[src/rtl/braille_decoder.sv]
// Grade-1 braille cell to ASCII decoder writing a 0x00-terminated byte buffer.
// Define BRAILLE_PUNCT_EN to add the punctuation decodes.
module braille_decoder #(
    parameter int         ADDR_W      = 8,
    parameter int         MEM_DEPTH   = 256,
    parameter logic [7:0] UNKNOWN_CHR = 8'h3F
) (
    input  logic              clk,
    input  logic              reset,
    input  logic              cell_valid,
    input  logic [5:0]        cell_in,
    output logic              cell_ready,
    output logic [ADDR_W-1:0] mem_addr,
    output logic [7:0]        mem_din,
    output logic              mem_we,
    output logic              done,
    output logic              err
);

    typedef enum logic [1:0] {ACCEPT, WRITE, DONE} state_t;

    localparam logic [5:0] CELL_CAP   = 6'b100000;
    localparam logic [5:0] CELL_NUM   = 6'b111100;
    localparam logic [5:0] CELL_END   = 6'b111111;
    localparam logic [5:0] CELL_SPACE = 6'b000000;
    localparam logic [ADDR_W-1:0] LAST_ADDR = ADDR_W'(MEM_DEPTH - 1);

    state_t     state;
    logic       cap;
    logic       num;
    logic       term;
    logic [7:0] letter;
    logic [7:0] punct;
    logic [7:0] chr;
    logic       chr_err;
    logic       chr_num;
    logic       is_letter;
    logic       is_digit;

    always_comb begin
        letter = 8'h00;
        case (cell_in)
            6'b000001: letter = "a";
            6'b000011: letter = "b";
            6'b001001: letter = "c";
            6'b011001: letter = "d";
            6'b010001: letter = "e";
            6'b001011: letter = "f";
            6'b011011: letter = "g";
            6'b010011: letter = "h";
            6'b001010: letter = "i";
            6'b011010: letter = "j";
            6'b000101: letter = "k";
            6'b000111: letter = "l";
            6'b001101: letter = "m";
            6'b011101: letter = "n";
            6'b010101: letter = "o";
            6'b001111: letter = "p";
            6'b011111: letter = "q";
            6'b010111: letter = "r";
            6'b001110: letter = "s";
            6'b011110: letter = "t";
            6'b100101: letter = "u";
            6'b100111: letter = "v";
            6'b111010: letter = "w";
            6'b101101: letter = "x";
            6'b111101: letter = "y";
            6'b110101: letter = "z";
            default:   letter = 8'h00;
        endcase
    end

    always_comb begin
        punct = 8'h00;
`ifdef BRAILLE_PUNCT_EN
        case (cell_in)
            6'b000010: punct = ",";
            6'b110010: punct = ".";
            6'b100110: punct = "?";
            6'b010110: punct = "!";
            6'b000100: punct = "'";
            6'b100100: punct = "-";
            default:   punct = 8'h00;
        endcase
`endif
    end

    assign is_letter = letter != 8'h00;
    assign is_digit  = is_letter && num && (letter <= "j");

    // a..i map to '1'..'9' by a fixed offset; j wraps to '0'
    always_comb begin
        chr     = UNKNOWN_CHR;
        chr_err = 1'b1;
        chr_num = num;
        unique case (1'b1)
            cell_in == CELL_SPACE: begin
                chr     = 8'h20;
                chr_err = 1'b0;
                chr_num = 1'b0;
            end
            is_digit: begin
                chr     = (letter == "j") ? "0" : letter - 8'h30;
                chr_err = 1'b0;
            end
            is_letter && !is_digit: begin
                chr     = cap ? letter - 8'h20 : letter;
                chr_err = 1'b0;
                chr_num = 1'b0;
            end
            punct != 8'h00: begin
                chr     = punct;
                chr_err = 1'b0;
                chr_num = 1'b0;
            end
            default: ;
        endcase
    end

    always_ff @(posedge clk) begin
        if (reset) begin
            state      <= ACCEPT;
            cell_ready <= 1'b1;
            mem_addr   <= '0;
            mem_din    <= 8'h00;
            mem_we     <= 1'b0;
            done       <= 1'b0;
            err        <= 1'b0;
            cap        <= 1'b0;
            num        <= 1'b0;
            term       <= 1'b0;
        end else begin
            case (state)
                ACCEPT: begin
                    if (cell_valid) begin
                        if (cell_in == CELL_CAP) begin
                            cap <= 1'b1;
                        end else if (cell_in == CELL_NUM) begin
                            num <= 1'b1;
                            cap <= 1'b0;
                        end else begin
                            mem_we     <= 1'b1;
                            cell_ready <= 1'b0;
                            cap        <= 1'b0;
                            state      <= WRITE;
                            // last slot only ever holds the terminator
                            if (cell_in == CELL_END || mem_addr == LAST_ADDR) begin
                                mem_din <= 8'h00;
                                term    <= 1'b1;
                                if (cell_in != CELL_END) err <= 1'b1;
                            end else begin
                                mem_din <= chr;
                                num     <= chr_num;
                                if (chr_err) err <= 1'b1;
                            end
                        end
                    end
                end
                WRITE: begin
                    mem_we <= 1'b0;
                    if (term) begin
                        done  <= 1'b1;
                        state <= DONE;
                    end else begin
                        mem_addr   <= mem_addr + 1'b1;
                        cell_ready <= 1'b1;
                        state      <= ACCEPT;
                    end
                end
                DONE: ;
                default: state <= ACCEPT;
            endcase
        end
    end

endmodule

[config.mk]
export PLATFORM = sky130hd
export DESIGN_NAME = braille_decoder
export DESIGN_NICKNAME = d
export VERILOG_FILES = /design/src/rtl/braille_decoder.sv
export SDC_FILE = /design/constraint.sdc
export NUM_CORES = 1
export LEC_CHECK = 0
export ABC_AREA = 1
export CAP_MARGIN = 20
export CORE_ASPECT_RATIO = 0.7
export CORE_UTILIZATION = 54
export CTS_CLUSTER_SIZE = 30
export DETAILED_ROUTE_END_ITERATION = 10
export HOLD_SLACK_MARGIN = 0.03
export PLACE_DENSITY_LB_ADDON = 0.1
export SYNTH_ARGS = -nofsm -noshare
export SYNTH_HDL_FRONTEND = slang
export SYNTH_SLANG_ARGS = --single-unit
[constraint.sdc]
create_clock -name clk -period 3.15 [get_ports clk]
set_clock_uncertainty 0.05 [all_clocks]
set_input_delay 0.63 -clock clk [delete_from_list [all_inputs] [get_ports clk]]
set_output_delay 0.63 -clock clk [all_outputs]
set_load 0.02 [all_outputs]
==> impl_metrics.tcl <==
set metrics [dict create \
    outcome "complete, no violations" \
    antenna_found_initial 0 \
    p_comb_share_pct 32.3 \
    slowest_delay_ps 670 \
    start_kind "primary input" \
    regArea_um2 500 \
    dpl.hpwl_um 3520 \
    clk_pin_slew_ps 80 \
    worst_path_most_repeated_cell "nand3_1" \
    cts_tree "built" \
    cts.sinks 25 \
    synth_area_mm2 0.00187 \
    synthFlopType "dfxtp_1" \
    r2r_start "state[0]" \
    synth_cells 276 \
    path_cells "clkdlybuf4s50_1 > nand3_1 > nand3_1 > o211ai_1 > nand2_1 > inv_1 > ha_1 > inv_1 > nor2_2 > a21oi_4 > nand2_4 > nand3_1 > nand3_1 > nand2_1 > a21oi_2" \
    switching_share_pct 32.7 \
    clockBufferDepth 2 \
    netlist.area_leader.share_pct 26.8 \
    rr_worst_depth 11 \
    p_int_uw 522 \
    fin_crit_sh_pct 89.6 \
    crit_start "cell_in[3]" \
    grt_pass1_wl_um 7540 \
    cp.arrival_ps 2920 \
    die_h_um 51.2 \
    dieWidth_um 72.3 \
    synth_top_area_cell "dfxtp_1" \
    grt_overflow 0 \
    numPortBuffers 28 \
    synth-edff-count 0 \
    grt_pass1_vias 1638 \
    rr_endpoint "mem_addr[7]" \
    num_rows 17 \
    initial_utilization_pct 58.1 \
    dp_slack_ps -123 \
    wl_per_cell_um 11.7 \
    p_leak_nw 1.11 \
    dp.cells 367 \
    drive_gt1_share_pct 20.3 \
    synthTopCellsByCount "71 x nand2_1, 35 x inv_1, 28 x nand3_1, 25 x dfxtp_1, 17 x nor2_1" \
    final_util_pct 74.7 \
    setup_violations 0 \
    ant_nets 0 \
    hp-class "reg -> reg" \
    dr.pass1.iters 4 \
    slew_viol_final 0 \
    vdd_drop_max_mv 0.212 \
    numCtsBuffers 3 \
    worst_skew_pair.late_latency_ps 270 \
    drtIter0Drc 136 \
    dr_total_vias 1904 \
    yosysUniqueCellTypes 35 \
    reg2reg_slack_ps 1240 \
    diodes 0 \
    endpoint "mem_din[4]" \
    ys_top_cells_by_area "dfxtp_1 27%, nand2_1 14%, nand3_1 7.5%, ha_1 7.4%, inv_1 7.0%" \
    syn_nets 296 \
    p_sw_uw 254 \
    fmax_mhz 354 \
    avgSynthCellArea_um2 6.76 \
    die_area_mm2 0.00370 \
    seqPwrFrac_pct 43.5 \
    fin_ws_ps 327 \
    ys_async_sr_fraction_pct 0 \
    grtUsageTotal_pct 26.3 \
    drc_errors 0 \
    multiInputGateArea_mm2 0.00118 \
    cp.required_ps 3250 \
    p_clk_share_pct 24.1 \
    globalplace.congestion 0.976 \
    p_per_area_mw_per_mm2 324 \
    via_per_inst 5.12 \
    setup.worst_path.end_class "flop" \
    synth-seq-cells 25 \
    finalWirelength_um 4350 \
    rsz0062_at_grt "false" \
    fill_cells 291 \
    area_delta_synth_final_pct 28.5 \
    postCtsHoldBufs 0 \
    relSlewSlack_pct 66.6 \
    grt_start_max_net_pins 15 \
    final_net_count 346 \
    tns_ps 0 \
    io-pin-count 29 \
    hold_violations 0 \
    criticalPathCategory "in -> reg" \
    fin_crit_ps 2820 \
    root_buffer "clkbuf_8" \
    drv_cap 0 \
    instances_no_fill 372 \
    cp_max_fo 9 \
    core_mm2 0.00321 \
    cp_slowest_cell "clkdlybuf4s50_1" \
    yosysWarnings 0 \
    worst_pin_slew_ps 499 \
    yosysMostFrequentCell "nand2_1" \
    cts_max_level 1 \
    yosysSeqAreaShare_pct 26.8 \
]
==> through the flow <==
| step | hold slack (ps) | cell area (um^2) | total power, mW |
|---|---|---|---|
| after global routing | 430 | 2400 | 0.827 |
| after CTS | 417 | 2380 | 0.778 |
| after detailed placement | 400 | 2330 | 0.591 |
| final | 414 | 2400 | 0.776 |
| after global placement | 396 | 2330 | 0.588 |
| after floorplan | 398 | 1870 | 0.504 |
==> state kept, by name (all words and copies together), names as in the netlist <==
name,count
cap,1
mem_addr,8
done,1
mem_din,8
mem_we,1
cell_ready,1
num,1
term,1
err,1
state,2
==> worst min path at each step <==
stage / slack, ps / to / depth (start not counted) / startpoint
2_1_floorplan: 400 / num / 2 / num
6_report: 410 / mem_din[0] / 2 / mem_din[0]
4_1_cts: 420 / mem_din[0] / 2 / mem_din[0]
5_1_grt: 430 / mem_din[0] / 2 / mem_din[0]
3_3_place_gp: 400 / done / 2 / done
3_5_place_dp: 400 / done / 2 / done
==> cell families (layout without fill, tap and decap cells) <==
kind of cell    count (synthesis)  count (layout)  share of synthesized area [%]
simple gates                  153             153                           41.1
compound gates                 39              39                           14.2
flops                          25              25                           26.8
buf+inv                        48              97                           10.5
fa+ha+maj                      11              11                           7.37
==> layout by cell type, fill, tap and decap left out, types with 2 or more instances in the layout <==
cell / instances
o211ai_1: 2
nand2_2: 8
a21oi_4: 2
clkdlybuf4s50_1: 26
nand2_1: 71
a21oi_1: 14
nand3_1: 28
a21oi_2: 6
o21ai_0: 6
inv_1: 35
nand2_4: 2
o21ai_1: 3
nand3_4: 2
dlymetal6s2s_1: 2
nor3_1: 6
ha_1: 11
inv_2: 7
nand3_2: 8
nand4_1: 3
clkbuf_8: 3
nor2_1: 17
buf_4: 23
dfxtp_1: 25
nor4_1: 2
==> timing repair <==
action                     4_1_cts  5_1_grt
setup endpoints to repair        0        7
gates resized for setup          0        4
setup buffers                    0        1
==> final cells by class <==
class / count / area share (%)
flip-flops and latches: 25 / 20.9
well taps: 47 / 2.45
repair buffers: 51 / 19.1
clock inverters: 1 / 0.209
clock buffers: 3 / 1.72
inverters: 42 / 6.57
multi-input cells: 203 / 49.1
==> power groups by stage <==
| stage | Sequential [mW] | Clock [mW] | Combinational [mW] |
|---|---|---|---|
| floorplan | 0.359 | 0 | 0.144 |
| global placement | 0.345 | 0 | 0.243 |
| detailed placement | 0.345 | 0 | 0.246 |
| CTS | 0.338 | 0.193 | 0.247 |
| global route | 0.340 | 0.209 | 0.278 |
| finish | 0.338 | 0.187 | 0.251 |
==> routing by layer <==
layer	GRT usage (%)	vias to the layer above	part of all wire, %
met2	36.6	55	40
met3	5.72	0	6.8
met5	0	-	0
li1	-	993	-
met1	40.9	856	54
met4	4.90	0	0
==> critical path, delay by kind of cell <==
kind | cells | cell delay, ps
AND/OR/NAND/NOR | 8 | 890
buffers and inverters | 3 | 810
AO/OA/AOI/OAI | 3 | 390
adder cells (fa/ha/maj) | 1 | 190
Note: power is estimated with default switching activity, not from simulation.
